[src/rtl/hazard_unit_pkg.sv]
// Shared encodings for the pipeline hazard controller.
//   REG_W / FWD_W / RSRC_W / PCSRC_W : field widths
//   forward_e  : Execute ALU operand source select
//   pc_src_e   : next-PC select codes
//   RESULT_SRC_LOAD : result_src code for a load (memory data)
package hazard_unit_pkg;

  localparam int unsigned REG_W   = 5;
  localparam int unsigned FWD_W   = 2;
  localparam int unsigned RSRC_W  = 3;
  localparam int unsigned PCSRC_W = 2;

  typedef enum logic [FWD_W-1:0] {
    NO_FORWARD  = 2'b00,
    WB_FORWARD  = 2'b01,
    MEM_FORWARD = 2'b10
  } forward_e;

  localparam logic [RSRC_W-1:0] RESULT_SRC_LOAD = 3'b100;

  typedef enum logic [PCSRC_W-1:0] {
    PC_SRC_PLUS4    = 2'b00,
    PC_SRC_PREDICT  = 2'b01,
    PC_SRC_ROLLBACK = 2'b11
  } pc_src_e;

  // Bit 1 of any pc_src code marks a redirect / mispredict correction.
  localparam int unsigned PC_SRC_REDIRECT_BIT = 1;

  function automatic logic is_redirect(input logic [PCSRC_W-1:0] pc_src);
    return pc_src[PC_SRC_REDIRECT_BIT];
  endfunction

endpackage

[src/rtl/hazard_unit_forward_sel.sv]
// Forwarding select for one Execute source operand.
//   rs          : Execute source register
//   rd_m / reg_write_m : Memory stage destination and write enable
//   rd_w / reg_write_w : Writeback stage destination and write enable
//   forward     : operand source (NO/WB/MEM_FORWARD), combinational
module hazard_unit_forward_sel
  import hazard_unit_pkg::*;
(
  input  logic [REG_W-1:0] rs,
  input  logic [REG_W-1:0] rd_m,
  input  logic             reg_write_m,
  input  logic [REG_W-1:0] rd_w,
  input  logic             reg_write_w,
  output logic [FWD_W-1:0] forward
);

  // x0 is never forwarded; the younger Memory result wins over Writeback.
  always_comb begin
    forward = NO_FORWARD;
    if (rs != '0) begin
      if (reg_write_m && (rs == rd_m)) begin
        forward = MEM_FORWARD;
      end else if (reg_write_w && (rs == rd_w)) begin
        forward = WB_FORWARD;
      end
    end
  end

endmodule

[src/rtl/hazard_unit.sv]
// Central hazard controller for the five-stage core (F/D/E/M/W).
// Produces Execute forwarding selects, load-use stalls, and the per-stage
// stall/flush controls for I-cache misses and branch redirects.
// All outputs are combinational; clock, reset and the replacement enable are
// accepted for interface uniformity only.
//   inputs : clk_i, reset_i, instr_miss_f_i, rs1/rs2_d_i, rs1/rs2_e_i, rd_e_i,
//            result_src_e_i, pc_src_i, rd_m_i, reg_write_m_i, rd_w_i,
//            reg_write_w_i, pc_src_reg_i, instr_cache_rep_en_i
//   outputs: stall_{f,d,e,m,w}_o, flush_{d,e}_o, forward_{a,b}_e_o
module hazard_unit
  import hazard_unit_pkg::*;
(
  input  logic               clk_i,
  input  logic               reset_i,
  input  logic               instr_miss_f_i,
  input  logic [REG_W-1:0]   rs1_d_i,
  input  logic [REG_W-1:0]   rs2_d_i,
  input  logic [REG_W-1:0]   rs1_e_i,
  input  logic [REG_W-1:0]   rs2_e_i,
  input  logic [REG_W-1:0]   rd_e_i,
  input  logic [RSRC_W-1:0]  result_src_e_i,
  input  logic [PCSRC_W-1:0] pc_src_i,
  input  logic [REG_W-1:0]   rd_m_i,
  input  logic               reg_write_m_i,
  input  logic [REG_W-1:0]   rd_w_i,
  input  logic               reg_write_w_i,
  input  logic [PCSRC_W-1:0] pc_src_reg_i,
  input  logic               instr_cache_rep_en_i,
  output logic               stall_f_o,
  output logic               stall_d_o,
  output logic               stall_e_o,
  output logic               stall_m_o,
  output logic               stall_w_o,
  output logic               flush_d_o,
  output logic               flush_e_o,
  output logic [FWD_W-1:0]   forward_a_e_o,
  output logic [FWD_W-1:0]   forward_b_e_o
);

  logic load_stall;
  logic redirect;
  logic redirect_prev;
  logic miss;

  // Inputs that intentionally influence no output.
  logic unused_inputs;
  assign unused_inputs = ^{clk_i, reset_i, instr_cache_rep_en_i,
                           pc_src_i[0], pc_src_reg_i[0]};

  hazard_unit_forward_sel u_forward_a (
    .rs          (rs1_e_i),
    .rd_m        (rd_m_i),
    .reg_write_m (reg_write_m_i),
    .rd_w        (rd_w_i),
    .reg_write_w (reg_write_w_i),
    .forward     (forward_a_e_o)
  );

  hazard_unit_forward_sel u_forward_b (
    .rs          (rs2_e_i),
    .rd_m        (rd_m_i),
    .reg_write_m (reg_write_m_i),
    .rd_w        (rd_w_i),
    .reg_write_w (reg_write_w_i),
    .forward     (forward_b_e_o)
  );

  // Load in Execute whose destination a Decode source needs next cycle.
  always_comb begin
    load_stall = 1'b0;
    if ((result_src_e_i == RESULT_SRC_LOAD) && (rd_e_i != '0) &&
        ((rs1_d_i == rd_e_i) || (rs2_d_i == rd_e_i))) begin
      load_stall = 1'b1;
    end
  end

  assign redirect      = is_redirect(pc_src_i);
  assign redirect_prev = is_redirect(pc_src_reg_i);
  assign miss          = instr_miss_f_i;

  // Once the redirect is registered, fetch is released during a miss so the
  // corrected PC loads; E is flushed then even though the miss stalls it,
  // since the E register gives flush priority over stall.
  always_comb begin
    stall_f_o = load_stall | (miss & ~redirect_prev);
    stall_d_o = load_stall | miss;
    stall_e_o = miss;
    stall_m_o = miss;
    stall_w_o = miss;
    flush_d_o = redirect;
    flush_e_o = (redirect & (~miss | redirect_prev)) | (load_stall & ~miss);
  end

endmodule

[config.mk]
export PLATFORM = sky130hd
export DESIGN_NAME = hazard_unit
export DESIGN_NICKNAME = d
export VERILOG_FILES = /design/src/rtl/hazard_unit_pkg.sv /design/src/rtl/hazard_unit_forward_sel.sv /design/src/rtl/hazard_unit.sv
export SDC_FILE = /design/constraint.sdc
export NUM_CORES = 1
export LEC_CHECK = 0
export BUFFER_PORTS_ARGS = -buffer_cell sky130_fd_sc_hd__buf_4
export CAP_MARGIN = 20
export CORE_AREA = 2 2 39 41
export DETAILED_ROUTE_END_ITERATION = 7
export DIE_AREA = 0 0 41 43
export PLACE_DENSITY_LB_ADDON = 0.3
export SLEW_MARGIN = 20
export SYNTH_ARGS = -nofsm -noshare
export SYNTH_HDL_FRONTEND = slang
export SYNTH_SLANG_ARGS = --single-unit
[constraint.sdc]
create_clock -name vclk -period 1.2
set_input_delay 0.06 -clock vclk [all_inputs]
set_output_delay 0.06 -clock vclk [all_outputs]
set_load 0.01 [all_outputs]
* Word level (Yosys, flattened, before mapping)
Index checks and enable logic that the tools add are counted.
** Cells by class
- Mux-type cells :: 7
- Bitwise operators :: 9
- Reduce and logical (&&, ||, !) cells :: 10
- Equal/unequal tests :: 7
** Operators with widths (number)
- $eq A5 B5 Y1 :: 6
- $reduce_bool A5 Y1 :: 3
- $mux W2 :: 4
- $logic_and A1 B1 Y1 :: 6
- $or A1 B1 Y1 :: 4
- $and A1 B1 Y1 :: 3
- $eq A3 B3 Y1 const B :: 1
- $mux W1 :: 3
- $not A1 Y1 :: 2
- $logic_or A1 B1 Y1 :: 1
** Storage, ports and cells
- Word-level logic and storage cells :: 33
- Output and inout bits :: 11
- Register bits after elaboration :: 0
- Bits of input ports :: 48

* Depth between registers and ports, before layout
- Depth in word-level cells :: 6
- Gate-level depth with buffers :: 4
- Depth with buffers taken out :: 4

* Cells and area by module
Synthesis repeated with hierarchy kept, for this count alone.
** Unflattened totals
- Cells, all modules :: 63
- Area total of the unflattened synthesis :: 462.9 um^2
** Modules (own cells, without submodules)
- hazard_unit_forward_sel :: seq. area each 0.0 um^2, cells an instance 18, instances 2, area an instance 132.6 um^2
- hazard_unit :: seq. area each 0.0 um^2, cells an instance 27, instances 1, area an instance 197.7 um^2

* Worst setup path before layout
OpenSTA, ideal clock, no wires.
- Path kind :: input port to output port
- From :: input rd_e_i[1]
- To :: output stall_f_o
- Setup slack :: 262 ps
- Required time :: 1140 ps
- Arrival :: 878 ps
- Path buffers :: 0
- Cell stages on the path :: 3
- Path through :: or4_4 > o211ai_2 > o22ai_1
** Between the ends
- Longest elaborated chain between the ends :: 5
- Elaborated cells on any way between the ends :: 8
- Those cells by class :: eq/ne: 2; mux: 1; bitwise: 1; reduce/logical: 4
** RTL lines
- from (decl) :: RTL line hazard_unit.sv:20 : input logic [REG_W-1:0] rd_e_i,
- $eq A5 B5 Y1 / $reduce_bool A5 Y1 (equally long branches) :: RTL line hazard_unit.sv:72, hazard_unit.sv:71
- $logic_or A1 B1 Y1 / $logic_and A1 B1 Y1 (equally long branches) :: RTL line hazard_unit.sv:72, hazard_unit.sv:71
- $logic_and A1 B1 Y1 * :: RTL line hazard_unit.sv:71 : if ((result_src_e_i == RESULT_SRC_LOAD) && (rd_e_i != '0) &&
- $mux W1 * :: RTL line hazard_unit.sv:71
- $or A1 B1 Y1 * :: RTL line hazard_unit.sv:85 : stall_f_o = load_stall | (miss & ~redirect_prev);
- to (decl) :: RTL line hazard_unit.sv:29 : output logic stall_f_o,
Mark *: on every way between the ends. The rest lies on a longest branch, timed or not.

* Final worst setup path
- From :: input rd_e_i[1]
- To :: output flush_e_o
** Between the ends
- Longest elaborated chain between the ends :: 6
- Elaborated cells on any way between the ends :: 9
- Those cells by class :: eq/ne: 2; mux: 1; bitwise: 2; reduce/logical: 4
** RTL lines
- $eq A5 B5 Y1 / $reduce_bool A5 Y1 (equally long branches) :: RTL line hazard_unit.sv:72, hazard_unit.sv:71
- $logic_or A1 B1 Y1 / $logic_and A1 B1 Y1 (equally long branches) :: RTL line hazard_unit.sv:72, hazard_unit.sv:71
- $logic_and A1 B1 Y1 * :: RTL line hazard_unit.sv:71
- $mux W1 * :: RTL line hazard_unit.sv:71
- $and A1 B1 Y1 * :: RTL line hazard_unit.sv:91 : flush_e_o = (redirect & (~miss | redirect_prev)) | (load_stall & ~miss);
- $or A1 B1 Y1 * :: RTL line hazard_unit.sv:91
- to (decl) :: RTL line hazard_unit.sv:35 : output logic flush_e_o,
Marked as above.

==> impl_metrics.env <==
export IMPL_period_share=0.997
export IMPL_hold_path_class="input pin to output pin"
export IMPL_grtUsageTotal=0.189
export IMPL_cp_start_kind="input pin"
export IMPL_seq_cell_count=0
export IMPL_path_max_fanout=3
export IMPL_min_period_ps=1200
export IMPL_num_nets_final=169
export IMPL_overflow=0
export IMPL_ant_nets=0
export IMPL_dr_pass1_iters=3
export IMPL_drc=0
export IMPL_fin_ws_ps=3.20
export IMPL_slew_violations=0
export IMPL_diodes=0
export IMPL_hold_violations=0
export IMPL_dp_hpwl_um=1420
export IMPL_hold_buffers=0
export IMPL_ys_types=18
export IMPL_hold_start="pc_src_i[1]"
export IMPL_io_buffer_count=54
export IMPL_peakVddDrop_mv=0.171
export IMPL_max_stage_delay_ps=530
export IMPL_drv_cap=0
export IMPL_rsz0062_at_grt="yes"
export IMPL_fmax_mhz=836
export IMPL_drive_gt1_frac=0.580
export IMPL_status="finished, final reports clean"
export IMPL_hold_path_depth=2
export IMPL_dr_first_iter_drc_count=3
export IMPL_seqCellArea_sq_um=0
export IMPL_fp_coreArea_sq_mm=0.00138
export IMPL_final_cell_area_sq_um=978
export IMPL_clkbuf_count=0
export IMPL_crit_slowest_cell="or4_4"
export IMPL_critPathRequiredTime_ps=1140
export IMPL_io_pins=59
export IMPL_grt_first_pass_wirelength_um=2420
export IMPL_syn_instance_count=65
export IMPL_relSlewSlack=0.774
export IMPL_syn_area_sq_um=465
export IMPL_fp_dieH_um=43
export IMPL_die_area_sq_mm=0.00176
export IMPL_n_fill_cell=128
export IMPL_critPathKind="input pin to output pin"
export IMPL_num_vias=663
export IMPL_yosysSeqAreaShare=0
export IMPL_avgSynthCellArea_sq_um=7.16
export IMPL_cp_end_kind="output pin"
export IMPL_die_w_um=41
export IMPL_critPathArrivalTime_ps=1140
export IMPL_crit_chain="buf_6, or4_4, o211ai_2, o31ai_1, buf_4"
export IMPL_syn_num_nets=113
export IMPL_p_per_area_mw_per_mm2=335
export IMPL_place_congestion=0.775
export IMPL_worst_pin_slew_ps=336
export IMPL_synthToLayoutAreaGrowth_pct=110
export IMPL_dpl_cell_area_sq_um=891
export IMPL_grt_max_degree=6
export IMPL_detail_route_vias_per_cell=4.91
export IMPL_rows=14
export IMPL_initial_utilization=0.336
export IMPL_grt_pass1_vias=649
export IMPL_wl_um=1640
export IMPL_routedWlPerCell_um=12.1
export IMPL_leakage_nw=0.473
export IMPL_yosysWarnings=0
export IMPL_worstHoldEndpoint="flush_d_o"
export IMPL_antenna_found_initial=0
export IMPL_pre_cts_ws_ps=-82.2
export IMPL_setup_viol=0
worst max path at each step:
stage,start,to,slack (ps),cells past startpoint
2_1_floorplan,rd_e_i[1],stall_f_o,260,3
3_3_place_gp,rd_m_i[2],forward_a_e_o[1],-40,6
3_5_place_dp,rd_m_i[2],forward_a_e_o[1],-80,6
4_1_cts,rd_e_i[1],flush_e_o,-8,5
5_1_grt,rd_e_i[1],flush_e_o,-40,5
6_report,rd_e_i[1],flush_e_o,3,5
cell type report:
cell class	instances	area, sq um	share of cell area
multi-input cells	58	485	0.496
repair buffers	58	462	0.472
inverters	3	11.3	0.0115
well taps	16	20.0	0.0205
cell usage in the layout, fill, tap and decap left out:
cell / instances
a21boi_2: 2
a21oi_1: 2
a22oi_2: 1
and3_1: 2
buf_4: 52
buf_6: 5
buf_8: 1
inv_1: 3
nand3_1: 2
nor2_1: 3
nor3_1: 8
nor4_2: 3
nor4_4: 1
o211ai_2: 1
o21ai_0: 1
o21ai_1: 1
o22ai_1: 1
o31ai_1: 1
or4_4: 1
xnor2_1: 4
xor2_1: 22
xor2_2: 2
cell usage after synthesis:
master    instances  share of area
a21boi_1          2          0.032
a21oi_1           2          0.022
a22oi_1           1          0.016
and3_1            2          0.027
buf_4             4          0.065
inv_1             3          0.024
nand3_1           2          0.022
nor2_1            3          0.024
nor3_1            8          0.086
nor4_1            4          0.054
o211ai_2          1          0.027
o21ai_0           1          0.011
o21ai_1           1          0.011
o22ai_1           1          0.013
o31ai_1           1          0.016
or4_4             1          0.024
xnor2_1           4          0.075
xor2_1           24           0.45
routing by layer:
layer	track usage	wire (um)	vias to the layer above
li1	-	-	332
met4	0	0	0
met2	0.413	904	41
met5	0	0	-
met3	0.0314	225	0
met1	0.162	507	290
cell families (layout without fill, tap and decap cells):
kind of cell | Yosys count | after routing | synth area share
buffers and inverters | 7 | 61 | 0.0887
xor gates and xnor gates | 28 | 28 | 0.527
and+or+nand+nor | 20 | 20 | 0.237
AOI/OAI and AO/OA | 10 | 10 | 0.148
worst max-delay path: cells and delay by family:
family,cells,cell delay (ps)
AOI/OAI and AO/OA,2,300
and+or+nand+nor,1,530
buffers and inverters,2,240
timing repair:
item / 4_1_cts / 5_1_grt
endpoints found under the setup margin: 5 / 7
pin swaps: 7 / 7
setup buffers: 0 / 0
resized for setup: 11 / 6
cloned: 0 / 0
power breakdown:
part	internal [mW]	leakage [nW]	switching, mW
Combinational	0.191	0.473	0.136
Sequential	0	0	0
Clock	0	0	0
through the flow:
stage	hold slack (ps)	total power, mW	cells	TNS (ps)	util
finish	303	0.327	135	0	0.707
global route	320	0.355	135	-114	0.707
CTS	304	0.315	135	-7.64	0.682
detailed placement	304	0.297	135	-203	0.644
global placement	305	0.290	135	-61.8	0.644
floorplan	210	0.113	65	0	-
No activity file was read; power rests on OpenSTA's default activity.
